`src/rtl/inj_scan_seq_pkg.sv`:
```
// Shared types and constants for the injection scan sequencer.
package inj_scan_pkg;

    localparam int CNT_W_DEF      = 16;
    localparam int PIX_W_DEF      = 8;
    localparam int INJ_PERIOD_MIN = 2;

    typedef enum logic [2:0] {
        ST_IDLE      = 3'd0,
        ST_CONF      = 3'd1,
        ST_GATE_WAIT = 3'd2,
        ST_INJECT    = 3'd3,
        ST_PERIOD    = 3'd4,
        ST_DRAIN     = 3'd5,
        ST_NEXT      = 3'd6
    } state_t;

endpackage

```
`src/rtl/inj_scan_seq_if.sv`:
```
// Control/status bundle between the scan sequencer (slave) and its controller (master).
interface inj_scan_seq_if
    import inj_scan_pkg::*;
#(
    parameter int CNT_W = CNT_W_DEF,
    parameter int PIX_W = PIX_W_DEF
) ();

    logic             START;
    logic             ABORT;
    logic [PIX_W-1:0] N_PIX;
    logic [CNT_W-1:0] N_INJ;
    logic [CNT_W-1:0] GATE_DLY;
    logic [CNT_W-1:0] INJ_PERIOD;
    logic [CNT_W-1:0] DRAIN_TMO;
    logic             CONF_REQ;
    logic             CONF_ACK;
    logic             RO_BUSY;
    logic [PIX_W-1:0] PIX_IDX;
    logic             GATE;
    logic             INJ;
    logic             RST_GRAY;
    logic             BUSY;
    logic             DONE;
    logic             TMO_ERR;

    modport master (
        output START, ABORT, N_PIX, N_INJ, GATE_DLY, INJ_PERIOD, DRAIN_TMO,
               CONF_ACK, RO_BUSY,
        input  CONF_REQ, PIX_IDX, GATE, INJ, RST_GRAY, BUSY, DONE, TMO_ERR
    );

    modport slave (
        input  START, ABORT, N_PIX, N_INJ, GATE_DLY, INJ_PERIOD, DRAIN_TMO,
               CONF_ACK, RO_BUSY,
        output CONF_REQ, PIX_IDX, GATE, INJ, RST_GRAY, BUSY, DONE, TMO_ERR
    );

endinterface

```
`src/rtl/inj_scan_seq_timer.sv`:
```
// Loadable saturating down-counter with zero flag; one instance is shared by all timed states.
module seq_timer #(
    parameter int W = 16
) (
    input  logic         CLK40,
    input  logic         nRST,
    input  logic         load,
    input  logic [W-1:0] load_val,
    input  logic         dec,
    output logic         zero
);

    logic [W-1:0] cnt;

    always_ff @(posedge CLK40 or negedge nRST) begin
        if (!nRST) begin
            cnt <= '0;
        end else if (load) begin
            cnt <= load_val;
        end else if (dec && (cnt != '0)) begin
            cnt <= cnt - W'(1);
        end
    end

    assign zero = (cnt == '0);

endmodule

```
`src/rtl/inj_scan_seq.sv`:
```
// Pixel injection scan sequencer: per pixel configure, gate, inject N times, drain readout.
// Optional RST_GRAY pulse on gate opening is built only with INJ_SCAN_SEQ_GRAY_RST_EN defined.
//
// state        | meaning
// ST_IDLE      | waiting for START
// ST_CONF      | CONF_REQ high until CONF_ACK
// ST_GATE_WAIT | GATE open, waiting GATE_DLY before first injection
// ST_INJECT    | single-cycle INJ pulse
// ST_PERIOD    | spacing until next injection or end of pixel
// ST_DRAIN     | GATE closed, waiting for RO_BUSY low or timeout
// ST_NEXT      | advance pixel or finish scan
module inj_scan_seq
    import inj_scan_pkg::*;
#(
    parameter int CNT_W = CNT_W_DEF,
    parameter int PIX_W = PIX_W_DEF
) (
    input logic           CLK40,
    input logic           nRST,
    inj_scan_seq_if.slave bus
);

    localparam logic [CNT_W-1:0] ONE     = CNT_W'(1);
    localparam logic [CNT_W-1:0] PER_MIN = CNT_W'(INJ_PERIOD_MIN);

    state_t           state, next_state;
    logic [PIX_W-1:0] n_pix_q, pix_q;
    logic [CNT_W-1:0] n_inj_q, gate_dly_q, period_q, drain_tmo_q, inj_cnt;
    logic             tmo_err_q, done_q;
    logic             tmr_load, tmr_dec, tmr_zero;
    logic [CNT_W-1:0] tmr_val;
    logic             start_scan, inc_inj, adv_pix, set_tmo, set_done;

    seq_timer #(.W(CNT_W)) u_timer (
        .CLK40    (CLK40),
        .nRST     (nRST),
        .load     (tmr_load),
        .load_val (tmr_val),
        .dec      (tmr_dec),
        .zero     (tmr_zero)
    );

    always_ff @(posedge CLK40 or negedge nRST) begin
        if (!nRST) state <= ST_IDLE;
        else       state <= next_state;
    end

    // Timer loads hold duration-1 because the zero cycle itself is the last cycle of the state.
    always_comb begin
        next_state = state;
        tmr_load   = 1'b0;
        tmr_val    = '0;
        tmr_dec    = 1'b0;
        start_scan = 1'b0;
        inc_inj    = 1'b0;
        adv_pix    = 1'b0;
        set_tmo    = 1'b0;
        set_done   = 1'b0;
        if ((state != ST_IDLE) && bus.ABORT) begin
            next_state = ST_IDLE;
        end else begin
            case (state)
                ST_IDLE: begin
                    if (bus.START && !bus.ABORT) begin
                        if (bus.N_PIX != '0) begin
                            start_scan = 1'b1;
                            next_state = ST_CONF;
                        end else begin
                            set_done = 1'b1;
                        end
                    end
                end
                ST_CONF: begin
                    if (bus.CONF_ACK) begin
                        next_state = ST_GATE_WAIT;
                        tmr_load   = 1'b1;
                        tmr_val    = (gate_dly_q == '0) ? '0 : gate_dly_q - ONE;
                    end
                end
                ST_GATE_WAIT: begin
                    if (tmr_zero) next_state = ST_INJECT;
                    else          tmr_dec    = 1'b1;
                end
                ST_INJECT: begin
                    inc_inj    = 1'b1;
                    next_state = ST_PERIOD;
                    tmr_load   = 1'b1;
                    tmr_val    = period_q - PER_MIN;
                end
                ST_PERIOD: begin
                    if (!tmr_zero) begin
                        tmr_dec = 1'b1;
                    end else if (inj_cnt < n_inj_q) begin
                        next_state = ST_INJECT;
                    end else begin
                        next_state = ST_DRAIN;
                        tmr_load   = 1'b1;
                        tmr_val    = (drain_tmo_q == '0) ? '0 : drain_tmo_q - ONE;
                    end
                end
                ST_DRAIN: begin
                    if (!bus.RO_BUSY) begin
                        next_state = ST_NEXT;
                    end else if (tmr_zero) begin
                        set_tmo    = 1'b1;
                        next_state = ST_NEXT;
                    end else begin
                        tmr_dec = 1'b1;
                    end
                end
                ST_NEXT: begin
                    if (pix_q == (n_pix_q - PIX_W'(1))) begin
                        set_done   = 1'b1;
                        next_state = ST_IDLE;
                    end else begin
                        adv_pix    = 1'b1;
                        next_state = ST_CONF;
                    end
                end
                default: next_state = ST_IDLE;
            endcase
        end
    end

    always_ff @(posedge CLK40 or negedge nRST) begin
        if (!nRST) begin
            n_pix_q     <= '0;
            pix_q       <= '0;
            n_inj_q     <= '0;
            gate_dly_q  <= '0;
            period_q    <= '0;
            drain_tmo_q <= '0;
            inj_cnt     <= '0;
            tmo_err_q   <= 1'b0;
            done_q      <= 1'b0;
        end else begin
            done_q <= set_done;
            if (start_scan) begin
                n_pix_q     <= bus.N_PIX;
                n_inj_q     <= (bus.N_INJ == '0) ? ONE : bus.N_INJ;
                gate_dly_q  <= bus.GATE_DLY;
                period_q    <= (bus.INJ_PERIOD < PER_MIN) ? PER_MIN : bus.INJ_PERIOD;
                drain_tmo_q <= bus.DRAIN_TMO;
                pix_q       <= '0;
                inj_cnt     <= '0;
                tmo_err_q   <= 1'b0;
            end else begin
                if (inc_inj && (inj_cnt != '1)) inj_cnt <= inj_cnt + ONE;
                if (adv_pix) begin
                    inj_cnt <= '0;
                    if (pix_q != '1) pix_q <= pix_q + PIX_W'(1);
                end
                if (set_tmo) tmo_err_q <= 1'b1;
            end
        end
    end

    assign bus.CONF_REQ = (state == ST_CONF);
    assign bus.GATE     = (state == ST_GATE_WAIT) || (state == ST_INJECT) || (state == ST_PERIOD);
    assign bus.INJ      = (state == ST_INJECT);
    assign bus.BUSY     = (state != ST_IDLE);
    assign bus.DONE     = done_q;
    assign bus.TMO_ERR  = tmo_err_q;
    assign bus.PIX_IDX  = pix_q;

`ifdef INJ_SCAN_SEQ_GRAY_RST_EN
    logic rst_gray_q;

    always_ff @(posedge CLK40 or negedge nRST) begin
        if (!nRST) rst_gray_q <= 1'b0;
        else       rst_gray_q <= (state == ST_CONF) && (next_state == ST_GATE_WAIT);
    end

    assign bus.RST_GRAY = rst_gray_q;
`else
    assign bus.RST_GRAY = 1'b0;
`endif

endmodule

```
`src/flat_wrapper.sv`:
```
// flat-port wrapper written by rule: the top's interface ports become plain ports
module inj_scan_seq_flat import inj_scan_pkg::*;
#(
    parameter int CNT_W = CNT_W_DEF,
    parameter int PIX_W = PIX_W_DEF
)
  (CLK40, nRST, bus_START, bus_ABORT, bus_N_PIX, bus_N_INJ, bus_GATE_DLY, bus_INJ_PERIOD, bus_DRAIN_TMO, bus_CONF_ACK, bus_RO_BUSY, bus_CONF_REQ, bus_PIX_IDX, bus_GATE, bus_INJ, bus_RST_GRAY, bus_BUSY, bus_DONE, bus_TMO_ERR);
  inj_scan_seq_if #(.CNT_W(CNT_W), .PIX_W(PIX_W)) bus_i ();
  input logic CLK40;
  input logic nRST;
  input wire logic [$bits(bus_i.START)-1:0] bus_START;
  input wire logic [$bits(bus_i.ABORT)-1:0] bus_ABORT;
  input wire logic [$bits(bus_i.N_PIX)-1:0] bus_N_PIX;
  input wire logic [$bits(bus_i.N_INJ)-1:0] bus_N_INJ;
  input wire logic [$bits(bus_i.GATE_DLY)-1:0] bus_GATE_DLY;
  input wire logic [$bits(bus_i.INJ_PERIOD)-1:0] bus_INJ_PERIOD;
  input wire logic [$bits(bus_i.DRAIN_TMO)-1:0] bus_DRAIN_TMO;
  input wire logic [$bits(bus_i.CONF_ACK)-1:0] bus_CONF_ACK;
  input wire logic [$bits(bus_i.RO_BUSY)-1:0] bus_RO_BUSY;
  output wire logic [$bits(bus_i.CONF_REQ)-1:0] bus_CONF_REQ;
  output wire logic [$bits(bus_i.PIX_IDX)-1:0] bus_PIX_IDX;
  output wire logic [$bits(bus_i.GATE)-1:0] bus_GATE;
  output wire logic [$bits(bus_i.INJ)-1:0] bus_INJ;
  output wire logic [$bits(bus_i.RST_GRAY)-1:0] bus_RST_GRAY;
  output wire logic [$bits(bus_i.BUSY)-1:0] bus_BUSY;
  output wire logic [$bits(bus_i.DONE)-1:0] bus_DONE;
  output wire logic [$bits(bus_i.TMO_ERR)-1:0] bus_TMO_ERR;
  assign bus_i.START = bus_START;
  assign bus_i.ABORT = bus_ABORT;
  assign bus_i.N_PIX = bus_N_PIX;
  assign bus_i.N_INJ = bus_N_INJ;
  assign bus_i.GATE_DLY = bus_GATE_DLY;
  assign bus_i.INJ_PERIOD = bus_INJ_PERIOD;
  assign bus_i.DRAIN_TMO = bus_DRAIN_TMO;
  assign bus_i.CONF_ACK = bus_CONF_ACK;
  assign bus_i.RO_BUSY = bus_RO_BUSY;
  assign bus_CONF_REQ = bus_i.CONF_REQ;
  assign bus_PIX_IDX = bus_i.PIX_IDX;
  assign bus_GATE = bus_i.GATE;
  assign bus_INJ = bus_i.INJ;
  assign bus_RST_GRAY = bus_i.RST_GRAY;
  assign bus_BUSY = bus_i.BUSY;
  assign bus_DONE = bus_i.DONE;
  assign bus_TMO_ERR = bus_i.TMO_ERR;
  inj_scan_seq #(.CNT_W(CNT_W), .PIX_W(PIX_W)) u_core (.CLK40(CLK40), .nRST(nRST), .bus(bus_i));
endmodule
```
`config.mk`:
```
export PLATFORM = sky130hd
export DESIGN_NAME = inj_scan_seq_flat
export DESIGN_NICKNAME = d
export VERILOG_FILES = /design/src/rtl/inj_scan_seq_pkg.sv /design/src/rtl/inj_scan_seq_if.sv /design/src/rtl/inj_scan_seq_timer.sv /design/src/rtl/inj_scan_seq.sv /design/src/flat_wrapper.sv
export SDC_FILE = /design/constraint.sdc
export NUM_CORES = 1
export LEC_CHECK = 0
export BUFFER_PORTS_ARGS = -buffer_cell sky130_fd_sc_hd__buf_2
export CORE_MARGIN = 10
export CORE_UTILIZATION = 45
export DETAILED_ROUTE_END_ITERATION = 10
export PLACE_DENSITY = 0.71
export SKIP_LAST_GASP = 1
export SLEW_MARGIN = 25
export SYNTH_ARGS = -nofsm -noshare
export SYNTH_HDL_FRONTEND = slang
export SYNTH_SLANG_ARGS = --single-unit
```
`constraint.sdc`:
```
create_clock -name CLK40 -period 3.2 [get_ports CLK40]
set_clock_uncertainty 0.2 [all_clocks]
set_input_delay 0.16 -clock CLK40 [delete_from_list [all_inputs] [get_ports CLK40]]
set_output_delay 0.16 -clock CLK40 [all_outputs]
set_load 0.05 [all_outputs]
```
# Word-level counts from Yosys, hierarchy flattened
# Index checks and enable logic that the tools add are counted.
# classes
add_sub_neg,7
magnitude_cmp,2
n_eq_ne,15
mux,57
n_reduce_logical,23
# ops
operator,n
2-to-1 mux 16 bit,13
logical NOT 16 bit,4
case mux 16 bit (3 select lines),1
subtractor 16 x 1 -> 16 bit (second input constant),3
2-to-1 mux 1 bit,27
2-to-1 mux 3 bit,9
2-to-1 mux 8 bit,3
case mux 3 bit (7 select lines),1
adder 16 x 1 -> 16 bit (second input constant),1
less-than comparator 16 bit,1
less-than comparator 16 x 2 -> 1 bit (second input constant),1
inequality test 16 bit (second input constant),1
nonzero test 16 bit,1
subtractor 16 x 2 -> 16 bit (second input constant),1
inequality test 3 x 1 -> 1 bit (second input constant),4
equality test 3 bit (second input constant),3
adder 8 x 1 -> 8 bit (second input constant),1
equality test 8 bit,1
inequality test 8 bit (second input constant),1
nonzero test 2 bit,4
nonzero test 8 bit,1
subtractor 8 x 1 -> 8 bit (second input constant),1
equality test 3 x 2 -> 1 bit (second input constant),2
AND reduction 6 bit,1
12 further kinds,18
# totals
reg_bits,117
inputBits,78
out_inout_bits,15
elab_cells,115

# Longest topological paths before layout
# Gate-level depths: netlist (run 1).
# logic_depth
word_depth,8
mapped_depth,11
mapped_depth_nobuf,9

# Cells and area by module
# Synthesis (run 1) repeated with hierarchy kept, for this count alone.
# hier_totals
hier_cells,873
hier_area_um2,7153.1
# by_module_without_submodules
module,instances,cells_each,area_per_inst_um2,seq_area_each_um2
inj_scan_seq,1,750,6108.4,2527.4
seq_timer,1,123,1044.8,400.4

# Worst setup path before layout (run 1)
# Ideal clock, no wire load.
# synth_path
path_kind,register to register
from,register u_core.state[2]
to,register u_core.u_timer.cnt[15]
setup_time_ns,0.086
t_arrival_ns,2.733
required_ns,2.914
slack_ns,0.181
stages_incl_launch_ff,8
path_buffers,2
period_less_slack_ns,3.019
cell_sequence,dfrtp_1 buf_2 nor3_1 nand3b_1 clkbuf_1 o22ai_1 a211oi_1 nor3_1
# synth_between
word_cells_on_any_way,17
classes_between,eq/ne (5); mux (7); reduce/logical (5)
# synth_lines
item,line_no,source
start: declaration,inj_scan_seq.sv:26,"state_t state, next_state;"
start signal: assignment,inj_scan_seq.sv:45,else state <= next_state;
equality test 3 x 1 -> 1 bit *,n/a,
via bus_CONF_REQ,flat_wrapper.sv:20,output wire logic [$bits(bus_i.CONF_REQ)-1:0] bus_CONF_REQ;
case mux 16 bit (3 select lines) / case mux 1 bit (3 select lines) (equally long branches),inj_scan_seq.sv:62,case (state)
2-to-1 mux 16 bit / 2-to-1 mux 1 bit (equally long branches),inj_scan_seq.sv:59,if ((state != ST_IDLE) && bus.ABORT) begin
2-to-1 mux 16 bit / nonzero test 2 bit (equally long branches),n/a,
end signal: assignment,inj_scan_seq_timer.sv:19,cnt <= load_val;
end signal: assignment,inj_scan_seq_timer.sv:21,cnt <= cnt - W'(1);
end: declaration,inj_scan_seq_timer.sv:13,logic [W-1:0] cnt;
# The timed path passes the listed nets; every way through them passes the cells marked *.
# A chain may end at the register's enable or synchronous reset.

# Final worst setup path (run 1)
# layout_path
from,register u_core.inj_cnt[15]
to,register u_core.u_timer.cnt[3]
# layout_between
elab_chain_len,6
word_cells_on_any_way,11
classes_between,order compare (1); mux (9); reduce/logical (1)
# layout_rtl
item,line_no,source
start: declaration,inj_scan_seq.sv:28,"logic [CNT_W-1:0] n_inj_q, gate_dly_q, period_q, drain_tmo_q, inj_cnt;"
start signal: assignment,inj_scan_seq.sv:148,if (inc_inj && (inj_cnt != '1)) inj_cnt <= inj_cnt + ONE;
less-than comparator 16 bit *,inj_scan_seq.sv:93,end else if (inj_cnt < n_inj_q) begin
2-to-1 mux 16 bit / 2-to-1 mux 1 bit (equally long branches),inj_scan_seq.sv:93,
2-to-1 mux 16 bit / 2-to-1 mux 1 bit (equally long branches),inj_scan_seq.sv:91,if (!tmr_zero) begin
case mux 16 bit (3 select lines) / case mux 1 bit (3 select lines) (equally long branches),inj_scan_seq.sv:62,
2-to-1 mux 16 bit / 2-to-1 mux 1 bit (equally long branches),inj_scan_seq.sv:59,
2-to-1 mux 16 bit / nonzero test 2 bit (equally long branches),n/a,
# Mark *: on every way between the ends. The rest lies on a longest branch, timed or not.

==> results.py, run 1 <==
metrics = {
    "cells_and_area": {
        "antennaDiodeCount": 0,
        "mostFrequentLayoutCells": "205 x nand2_1, 117 x dfrtp_1, 90 x buf_2",
        "final_cell_area_sq_um": 9020,
        "syn2layout_area_growth_pct": 28.9,
        "multiInputGateArea_sq_um": 3790,
        "fin_nets": 1090,
        "layout_commonest_cell": "nand2_1",
        "fillers": 1320,
        "final-seq-area_sq_um": 2930,
        "drive_gt1_frac": 0.165,
    },
    "die": {
        "num_rows": 45,
        "coreArea_sq_um": 15200,
        "die_area_sq_um": 20900,
        "die_h_um": 145,
        "start_util": 0.460,
        "die_w_um": 145,
        "ios": 93,
    },
    "timing": {
        "hold_viol": 0,
        "rsz0062_at_grt": "false",
        "setup_tns_ps": 0,
        "worst_slew_pin_slew_ps": 680,
        "slew_headroom": 0.546,
        "fmax_mhz": 333,
        "setup_violations": 0,
        "period_minus_slack_ps": 3000,
        "fin_crit_sh": 0.937,
        "final_max_slew_viol_count": 0,
    },
    "placement": {
        "io_buffers": 91,
        "gp_congestion": 0.928,
        "hpwl_mm": 13.5,
        "dpl_cell_area_sq_um": 7680,
    },
    "yosys": {
        "synth_nets": 925,
        "synth_top_area_frac": 0.419,
        "synthCells": 824,
        "synth-seq-cells": 117,
        "syn_area_per_cell_sq_um": 8.49,
        "yosysWarnings": 0,
        "synthesis.area_sq_um": 7000,
        "ys_top_cells_by_area": "dfrtp_1 42%, nand2_1 11%, xnor2_1 5.3%",
        "synth-edff-count": 0,
        "synthFlopType": "dfrtp_1",
        "yosys.area.top_type": "dfrtp_1",
        "synth.distinct_cells": 73,
        "synth-async-reset-ratio": 1.00,
        "ys_seq_area_frac": 0.419,
    },
    "route": {
        "via_count": 6385,
        "wl_per_cell_um": 16.4,
        "wl_mm": 19.4,
        "first_pass_iters": 5,
        "drtAntennaViolNets": 0,
        "drc": 0,
        "drtIter0Drc": 382,
        "vias_per_cell": 5.38,
    },
    "worst_setup_path": {
        "cp.arrival_ps": 3090,
        "endpoint": "u_core.u_timer.cnt[3]",
        "required_ps": 3290,
        "criticalPathCategory": "reg2reg",
        "worstRegToRegCells": 9,
        "crit_path_end_kind": "register",
        "critPathMaxFanout": 32,
        "reg2reg_to": "u_core.u_timer.cnt[3]",
        "r2r-start": "u_core.inj_cnt[15]",
        "startpoint_type": "register",
        "r2r_setup_slack_ps": 200,
        "startpoint": "u_core.inj_cnt[15]",
    },
    "outcome": {
        "status": "complete, no violations",
    },
    "grt": {
        "grt.total_usage": 0.193,
        "grt_pass1_wl_mm": 32.0,
        "grt_overflow": 0,
        "grt_max_degree": 58,
        "grt_pass1_vias": 6319,
        "antenna_found_initial": 0,
    },
    "clocking": {
        "clock_path_buffers": 2,
        "cts_tree": "done",
        "clkLatencyLatePin_ps": 420,
        "clockRootBuffer": "clkbuf_16",
        "h-tree-depth": 4,
        "cts_buffers": 17,
        "path_clk_slew_ps": 50,
        "clock-sinks": 117,
        "post_cts_buffers": 0,
    },
    "job": {
        "maxCapViolations": 0,
    },
    "power": {
        "ir_drop_mv": 0.506,
        "leakage_nw": 4.19,
        "power-per-cell-area_nw_per_um2": 798,
        "total_power_mw": 7.20,
    },
    "min_path": {
        "hp-class": "in2reg",
    },
}
[per-layer routing]
metal	routed length, um	up-vias	track usage	share of wire
li1	-	3169	-	-
met1	8880	2966	0.257	0.46
met2	8740	194	0.287	0.45
met3	1160	56	0.0512	0.060
met4	640	0	0.0888	0.033
met5	0	-	0	0
[power by group]
part	internal (mW)	switching [mW]
Combinational	1.14	1.58
Sequential	2.04	0.611
Clock	1.19	0.644
[critical path, cell delays in order, from the launching register on]
cell,delay (ps)
dfrtp_1,420
ha_1,340
nand4_1,140
nor3_2,240
or4b_4,530
a31oi_4,250
o21bai_2,90
buf_4,240
a2111oi_2,340
a21oi_1,70
[synthesized netlist by cell type (6+ instances only)]
cell,instances
ha_1,23
xor2_1,30
a211oi_1,14
nand2b_1,9
or3_1,6
a21oi_1,26
dfrtp_1,117
and3_1,7
nand3_1,23
nor2_1,58
o22ai_1,11
nand3b_1,6
inv_1,34
o21ai_0,34
nand4_1,8
xnor2_1,42
clkbuf_1,25
nand2_1,205
nor4_1,19
nor3_1,27
buf_2,6
[what timing repair did]
| action | in CTS | in global routing |
|---|---|---|
| hold buffers | 76 | 0 |
| endpoints found under the setup margin | 0 | 6 |
| hold endpoints to repair | 124 | 0 |
| resized for setup | 0 | 3 |
[state kept, by name, indices dropped and copies added, names as in the netlist]
signal / count
u_core.drain_tmo_q: 16
u_core.gate_dly_q: 16
u_core.inj_cnt: 16
u_core.n_inj_q: 16
u_core.period_q: 16
u_core.u_timer.cnt: 16
u_core.bus.PIX_IDX: 8
u_core.n_pix_q: 8
u_core.state: 3
u_core.bus.DONE: 1
u_core.bus.TMO_ERR: 1
[final cells by class]
class	count	share of cell area
Multi-Input combinational cell	633	0.420
Sequential cell	117	0.325
Timing Repair Buffer	183	0.151
Clock buffer	24	0.0578
Tap cell	188	0.0261
Inverter	37	0.0155
Clock inverter	4	0.00499
[how the worst min path moves through the flow]
stage / from / endpoint / slack [ps] / depth (start not counted)
2_1_floorplan: nRST / u_core.bus.DONE / -340 / 0
3_3_place_gp: nRST / u_core.bus.PIX_IDX[2] / 40 / 1
3_5_place_dp: nRST / u_core.bus.PIX_IDX[2] / 40 / 1
4_1_cts: bus_START / u_core.bus.DONE / 10 / 3
5_1_grt: bus_START / u_core.bus.DONE / 50 / 3
6_report: bus_START / u_core.bus.DONE / 10 / 3
[stage by stage]
| stage | worst slack (ps) | std cells | hold WS [ps] | utilization |
|---|---|---|---|---|
| after floorplan | 181 | 824 | -336 | - |
| after global placement | 218 | 1082 | 38.7 | 0.505 |
| after detailed placement | 163 | 1082 | 37.8 | 0.505 |
| after CTS | 47.7 | 1186 | 10.3 | 0.592 |
| after global routing | 15.7 | 1186 | 52.7 | 0.593 |
| final | 200 | 1186 | 14.7 | 0.593 |
[kinds of logic after synthesis]
logic type                 share of synthesized area
AOI/OAI and AO/OA                              0.126
xor gates and xnor gates                      0.0901
adders and majority gates                     0.0411
buffers and inverters                         0.0442
DFF                                            0.419
muxes                                        0.00894
other                                       0.000536
and+or+nand+nor                                0.270
No activity file was read; power rests on OpenSTA's default activity.
==> inputs of run 2 (changes only) <==
--- a/config.mk
+++ b/config.mk
@@ -9,6 +9,7 @@
 export CORE_MARGIN = 10
 export CORE_UTILIZATION = 45
 export DETAILED_ROUTE_END_ITERATION = 10
+export HOLD_SLACK_MARGIN = 0.02
 export PLACE_DENSITY = 0.71
 export SKIP_LAST_GASP = 1
 export SLEW_MARGIN = 25
==> run 2 against run 1 <==
Effect of this change: via count down 0.53%; critical path depth unchanged; clock-buffer cell count unchanged; flip-flop and latch count unchanged; worst hold slack better by 110 ps; utilization up 0.066 points; global-route usage about the same; worst setup slack worse by 2.8 ps; critical path type unchanged.
==> results.py, run 2 (synthesized netlist as in run 1, its figures left out) <==
metrics = {
    "route": {
        "wl_mm": 19.4,
        "drc": 0,
        "drtIter0Drc": 347,
        "wl_per_cell_um": 16.3,
        "first_pass_iters": 6,
        "drtAntennaViolNets": 0,
        "vias_per_cell": 5.35,
        "via_count": 6351,
    },
    "cells_and_area": {
        "fin_nets": 1091,
        "layout_commonest_cell": "nand2_1",
        "syn2layout_area_growth_pct": 29.1,
        "fillers": 1319,
        "drive_gt1_frac": 0.165,
        "final-seq-area_sq_um": 2930,
        "multiInputGateArea_sq_um": 3790,
        "fin_util": 0.594,
        "antennaDiodeCount": 0,
        "mostFrequentLayoutCells": "205 x nand2_1, 117 x dfrtp_1, 90 x buf_2",
    },
    "timing": {
        "worst_slack_ps": 198,
        "worst_slew_pin_slew_ps": 682,
        "fmax_mhz": 333,
        "slew_headroom": 0.545,
        "hold_viol": 0,
        "setup_violations": 0,
        "fin_crit_sh": 0.938,
        "rsz0062_at_grt": "false",
        "final_max_slew_viol_count": 0,
        "holdWs_ps": 123,
        "setup_tns_ps": 0,
        "period_minus_slack_ps": 3000,
    },
    "worst_setup_path": {
        "slowest_delay_ps": 530,
        "cp_slowest_cell": "or4b_4",
        "criticalPathCategory": "reg2reg",
        "crit_path_end_kind": "register",
        "required_ps": 3280,
        "path_delay_family": "simple AND/OR/NAND/NOR gates",
        "worstRegToRegCells": 9,
        "critPathMaxFanout": 32,
        "cp.depth": 9,
        "path_cells": "ha_1 -> nand4_1 -> nor3_2 -> or4b_4 -> a31oi_4 -> o21bai_2 -> buf_4 -> a2111oi_2 -> a21oi_1",
        "startpoint_type": "register",
        "path_buf_inv": 1,
        "cp.arrival_ps": 3090,
    },
    "power": {
        "power-per-cell-area_nw_per_um2": 797,
        "leakage_nw": 4.19,
        "total_power_mw": 7.19,
        "ir_drop_mv": 0.506,
    },
    "placement": {
        "io_buffers": 91,
        "hpwl_mm": 13.5,
        "gp_congestion": 0.928,
        "dp_slack_ps": 163,
    },
    "min_path": {
        "hp-class": "in2async",
    },
    "die": {
        "coreArea_sq_um": 15200,
        "num_rows": 45,
        "die_area_sq_um": 20900,
        "die_h_um": 145,
        "start_util": 0.460,
        "ios": 93,
        "die_w_um": 145,
    },
    "grt": {
        "grt_max_degree": 58,
        "antenna_found_initial": 0,
        "grt_pass1_vias": 6322,
        "grt_overflow": 0,
        "grt_pass1_wl_mm": 32.1,
        "grt.total_usage": 0.193,
    },
    "clocking": {
        "clock_path_buffers": 2,
        "cts_buffers": 17,
        "path_clk_slew_ps": 50,
        "clockRootBuffer": "clkbuf_16",
        "clkLatencyLatePin_ps": 420,
        "cts_tree": "done",
        "post_cts_buffers": 0,
        "clock-sinks": 117,
        "h-tree-depth": 4,
    },
    "outcome": {
        "status": "complete, no violations",
    },
    "job": {
        "maxCapViolations": 0,
    },
}
-- run 2: changes by cell type in the layout (fill, tap and decap cells not counted) --
cell and change:
dlygate4sd3_1 +1
-- run 2: power breakdown --
part	internal (mW)	switching, mW
Sequential	2.04	0.611
Clock	1.19	0.636
Combinational	1.14	1.58
Total	4.37	2.83
-- run 2: per-stage QoR --
stage | instances | instance area [sq um]
6_report | 1187 | 9030
4_1_cts | 1187 | 9020
3_5_place_dp | 1082 | 7680
5_1_grt | 1187 | 9030
2_1_floorplan | 824 | 7000
3_3_place_gp | 1082 | 7680
-- run 2: area by class of cell --
| type | instances | area share |
|---|---|---|
| Clock buffer | 24 | 0.0578 |
| Sequential cell | 117 | 0.324 |
| Tap cell | 188 | 0.0260 |
| Clock inverter | 4 | 0.00499 |
| Multi-Input combinational cell | 633 | 0.419 |
| Inverter | 37 | 0.0155 |
| Timing Repair Buffer | 184 | 0.152 |
-- run 2: path summary, 6_finish.rpt --
| path | start | endpoint | slack, ps |
|---|---|---|---|
| setup / recovery | u_core.inj_cnt[15] | u_core.u_timer.cnt[3] | 200 |
| hold reg to reg | u_core.n_inj_q[0] | u_core.n_inj_q[0] | 320 |
| min in group CLK40 | bus_CONF_ACK | u_core.state[0] | 160 |
| hold / removal | nRST | u_core.bus.PIX_IDX[5] | 120 |
| max in group asynchronous | nRST | u_core.inj_cnt[9] | 1970 |
| setup reg to reg | u_core.inj_cnt[15] | u_core.u_timer.cnt[3] | 200 |
-- run 2: repair_timing --
| item | in CTS | in global routing |
|---|---|---|
| endpoints found under the setup margin | 0 | 6 |
| hold endpoints to repair | 126 | 0 |
| hold buffers | 77 | 0 |
| gates resized for setup | 0 | 3 |
-- run 2: routing by layer --
| metal | up-vias | wire length, um | track usage |
|---|---|---|---|
| li1 | 3170 | - | - |
| met1 | 2949 | 8890 | 0.258 |
| met2 | 189 | 8730 | 0.287 |
| met3 | 43 | 1200 | 0.0512 |
| met4 | 0 | 588 | 0.0888 |
| met5 | - | 0 | 0 |
